<file path="src/rtl/jt1942_timer.sv">
// Video timing generator: H/V pixel and line counters plus registered blanking,
// sync, init strobes and frame toggle, all advancing on the 6 MHz pixel enable.
module jt1942_timer #(
  parameter int unsigned HTOTAL   = 384,
  parameter int unsigned VTOTAL   = 264,
  parameter int unsigned HB_START = 256,
  parameter int unsigned VB_END   = 16,
  parameter int unsigned VB_START = 240,
  parameter int unsigned HS_START = 296,
  parameter int unsigned HS_END   = 328,
  parameter int unsigned VS_START = 248,
  parameter int unsigned VS_END   = 252
) (
  input  logic       clk,
  input  logic       rst,
  input  logic       cen6,
  output logic [8:0] H,
  output logic [8:0] V,
  output logic       Hinit,
  output logic       Vinit,
  output logic       LHBL,
  output logic       LVBL,
  output logic       HS,
  output logic       VS,
  output logic       frame
);

  localparam int unsigned CW = 9;

  logic [CW-1:0] h_nxt;
  logic [CW-1:0] v_nxt;
  logic          h_wrap;
  logic          v_wrap;
  logic          hinit_nxt;
  logic          vinit_nxt;
  logic          lhbl_nxt;
  logic          lvbl_nxt;
  logic          hs_nxt;
  logic          vs_nxt;

  // Next counter values; wrap is decided from the current count so H/V never
  // reach HTOTAL/VTOTAL.
  always_comb begin
    h_wrap = (H == CW'(HTOTAL - 1));
    v_wrap = (V == CW'(VTOTAL - 1));
    h_nxt  = h_wrap ? '0 : H + CW'(1);
    v_nxt  = V;
    if (h_wrap) begin
      v_nxt = v_wrap ? '0 : V + CW'(1);
    end
  end

  // Decode from the next counts so registered flags line up with H/V.
  always_comb begin
    hinit_nxt = (h_nxt == CW'(HTOTAL - 1));
    vinit_nxt = hinit_nxt && (v_nxt == CW'(VTOTAL - 1));
    lhbl_nxt  = (h_nxt < CW'(HB_START));
    lvbl_nxt  = (v_nxt >= CW'(VB_END)) && (v_nxt < CW'(VB_START));
    hs_nxt    = !((h_nxt >= CW'(HS_START)) && (h_nxt < CW'(HS_END)));
    vs_nxt    = !((v_nxt >= CW'(VS_START)) && (v_nxt < CW'(VS_END)));
  end

  always_ff @(posedge clk) begin
    if (rst) begin
      H     <= '0;
      V     <= '0;
      Hinit <= 1'b0;
      Vinit <= 1'b0;
      LHBL  <= 1'b1;
      LVBL  <= 1'b0;
      HS    <= 1'b1;
      VS    <= 1'b1;
      frame <= 1'b0;
    end else if (cen6) begin
      H     <= h_nxt;
      V     <= v_nxt;
      Hinit <= hinit_nxt;
      Vinit <= vinit_nxt;
      LHBL  <= lhbl_nxt;
      LVBL  <= lvbl_nxt;
      HS    <= hs_nxt;
      VS    <= vs_nxt;
      if (h_wrap && v_wrap) begin
        frame <= !frame;
      end
    end
  end

endmodule

</file>
<file path="config.mk">
export PLATFORM = sky130hd
export DESIGN_NAME = jt1942_timer
export DESIGN_NICKNAME = d
export VERILOG_FILES = /design/src/rtl/jt1942_timer.sv
export SDC_FILE = /design/constraint.sdc
export NUM_CORES = 1
export LEC_CHECK = 0
export ABC_CLOCK_PERIOD_IN_PS = 2400
export CORE_ASPECT_RATIO = 1.1
export CORE_MARGIN = 5
export CORE_UTILIZATION = 40
export DETAILED_ROUTE_END_ITERATION = 7
export DONT_BUFFER_PORTS = 1
export SLEW_MARGIN = 20
export SYNTH_ARGS = -nofsm -noshare
export SYNTH_HDL_FRONTEND = slang
export SYNTH_SLANG_ARGS = --single-unit
</file>
<file path="constraint.sdc">
create_clock -name clk -period 2.4 [get_ports clk]
set_input_delay 0.36 -clock clk [delete_from_list [all_inputs] [get_ports clk]]
set_output_delay 0.36 -clock clk [all_outputs]
set_load 0.02 [all_outputs]
</file>
==> qor.yml, run 1 <==
worst_hold_path:
  min_from: "rst"
  whs_endpoint: "V[8]"
  holdCritPathClass: "primary input to flop"
  hold-path-cell-count: 1
synth:
  synth-seq-area-share_pct: 29.4
  yosys.cell_types.count: 51
  syn_nets: 221
  synthesis.area_sq_um: 1700
  yosys_warnings: 0
  synth_area_per_cell_sq_um: 7.91
  synth_top_flop_cell: "dfxtp_1"
  synth-seq-cells: 25
  async_flop_share_pct: 0
  synth_edf_count: 0
  syn_inst: 215
global_routing:
  overflow: 0
  grt_use_total_pct: 16.3
  grt_pass1_vias: 1480
  grt_pass1_wl_microns: 7420
  grt_max_degree: 25
  antenna_found_initial: 0
timing:
  rsz0062_at_grt: "no"
  period_share_pct: 89.1
  max_slew_margin_pct: 64.9
  period_needed_ps: 2140
  fin_skew_ps: 4.68
  hold_viol_final: 0
  timing.final.max_slew_violations: 0
  worst_pin_slew_ps: 526
  max_freq_mhz: 468
  setup_viol: 0
  tns_ps: 0
final_layout:
  finalNetCount: 225
  syn2layout_area_growth_pct: 8.09
  most-common-layout-cells: "dfxtp_1, nor2_1, buf_4"
  final_common_cell: "dfxtp_1"
  stdcell_area_sq_um: 1840
  diodes: 0
  drive_gt1_share_pct: 11.9
clock_tree:
  clk_pin_slew_ps: 100
  cts_hold_buf: 0
  clockBufferDepth: 2
  ctsRootBufferMaster: "clkbuf_8"
  h-tree-depth: 1
  tritoncts: "done"
  cts_sinks: 25
  post-cts-setup-buffers: 0
  cts-buffers-inserted: 3
  clk_latency_ps: 280
  cts_resized: 0
critical_path:
  max_stage_delay_ps: 590
  cp.required_ps: 2630
  cp_max_fo: 9
  slowest_stage: "dfxtp_1"
  cp_cell_sequence: "or3b_2 > nor4_4 > o211ai_1 > a21oi_1 > a32o_1"
  critical-path-top-delay-family: "simple AND/OR/NAND/NOR gates"
  timing.rr.start: "V[8]"
  reg2regPathDepth: 5
  cp.arrival_ps: 2370
  critical_path_class: "flop to flop"
  r2r-end: "LVBL"
  crit_buf_inv: 0
  start_kind: "flop"
  end_kind: "flop"
  cp_num_cells: 5
  ff2ff_setup_slack_ps: 260
place:
  portBuffers: 0
  place_congestion: 0.891
  hpwl_microns: 3230
  postPlaceCellArea_sq_um: 1790
run_status:
  status: "finished, final reports clean"
routing:
  route.detailed.drc: 0
  detail-route-antenna-nets: 0
  drtIter0Drc: 133
  dr_total_vias: 1602
  wl_met2_microns: 1980
  top_layer_used: "met4"
  drtPass1Iterations: 4
  wirelength_microns: 4480
  met1_length_microns: 2100
  dr_wl_met3_microns: 324
  routed_via_density: 5.93
  post_drt_wl_per_cell_microns: 16.6
power_and_ir_drop:
  p_per_area_nw_per_um2: 400
  ir_drop_v: 0.000188
  cellLeakagePower_nw: 0.669
die:
  fp.coreArea_sq_um: 4050
  die_w_microns: 72.2
  dieArea_sq_um: 5660
  fp.dieH_microns: 78.4
  io-pin-count: 28
  start_util_pct: 41.9
  row_count: 24
job:
  cap_violations: 0
==> cells by family (layout without fill, tap and decap cells) <==
family / Yosys count / count (layout) / synth area share, %
AND/OR/NAND/NOR: 91 / 91 / 29.9
AO/OA/AOI/OAI: 48 / 48 / 18.8
buffers and inverters: 26 / 29 / 7.87
flip-flops: 25 / 25 / 29.4
XOR/XNOR: 16 / 16 / 8.24
multiplexers: 6 / 6 / 3.53
adder cells (fa/ha/maj): 3 / 3 / 2.21
==> sequential cells by signal, summed over array words and instances, names as in the netlist <==
name / count
H: 9
Vinit: 1
HS: 1
V: 9
VS: 1
Hinit: 1
frame: 1
LHBL: 1
LVBL: 1
==> cell type report <==
cell class,count,area (sq um)
Fill cell,409,2220
Multi-Input combinational cell,164,1070
Sequential cell,25,500
Timing Repair Buffer,18,135
Tap cell,52,65.1
Clock buffer,4,45.0
Inverter,7,26.3
==> layer usage <==
layer  vias to the layer above  GRT usage, %
met2                        54          24.2
met1                       751          22.8
met4                         0          5.83
li1                        791             -
met5                         -             0
met3                         6          3.70
==> through the flow <==
| step | hold WS [ps] | setup WS [ps] | power (mW) | instances | utilization [%] |
|---|---|---|---|---|---|
| final | 138 | 262 | 0.735 | 270 | 45.3 |
| after global routing | 126 | 100 | 0.769 | 270 | 45.3 |
| after CTS | 138 | 272 | 0.739 | 270 | 45.3 |
| after detailed placement | 435 | 300 | 0.479 | 266 | 44.2 |
| after global placement | 433 | 319 | 0.479 | 266 | 44.2 |
| after floorplan | 472 | 144 | 0.475 | 215 | - |
==> power by group <==
group	leakage [nW]	switching [mW]	internal [mW]
logic	0.444	0.0261	0.0178
registers	0.202	0.00526	0.420
clock network	0.0228	0.147	0.119
==> how the worst max path moves through the flow <==
stage | start | end | slack, ps
after floorplan | H[0] | HS | 140
after detailed placement | V[8] | LVBL | 300
final | V[8] | LVBL | 260
after global routing | V[8] | LVBL | 100
after CTS | V[8] | LVBL | 270
after global placement | V[8] | LVBL | 320
==> cells in the mapped netlist (2+ instances only) <==
| library cell | instances | area (sq um) |
|---|---|---|
| dfxtp_1 | 25 | 500 |
| nor2_1 | 22 | 82.6 |
| nand2_1 | 14 | 52.6 |
| a21oi_1 | 11 | 55.1 |
| nand3_1 | 11 | 55.1 |
| xor2_1 | 11 | 96.3 |
| nand4_1 | 10 | 62.6 |
| o21ai_0 | 10 | 50.1 |
| clkbuf_1 | 8 | 30.0 |
| buf_4 | 7 | 52.6 |
| inv_1 | 7 | 26.3 |
| mux2i_1 | 6 | 60.1 |
| or3_1 | 5 | 31.3 |
| xnor2_1 | 5 | 43.8 |
| a31oi_1 | 4 | 25.0 |
| nor3_1 | 4 | 20.0 |
| or4_1 | 4 | 30.0 |
| ha_1 | 3 | 37.5 |
| nand2b_1 | 3 | 18.8 |
| nor4_1 | 3 | 18.8 |
| o211ai_1 | 3 | 22.5 |
| o22ai_1 | 3 | 18.8 |
| a211oi_1 | 2 | 15.0 |
| and3_1 | 2 | 12.5 |
| and4_1 | 2 | 17.5 |
| buf_2 | 2 | 10.0 |
| nor3b_1 | 2 | 15.0 |
| o31ai_1 | 2 | 15.0 |
| o41a_1 | 2 | 22.5 |
Power figures use the tool's default switching activity.
==> run 2: changes to the inputs <==
CTS_CLUSTER_DIAMETER = 100   (was default)
SLEW_MARGIN = default   (was 20)
==> results of run 2 <==
The final DEF is identical to that of run 1; final timing and power are the same.
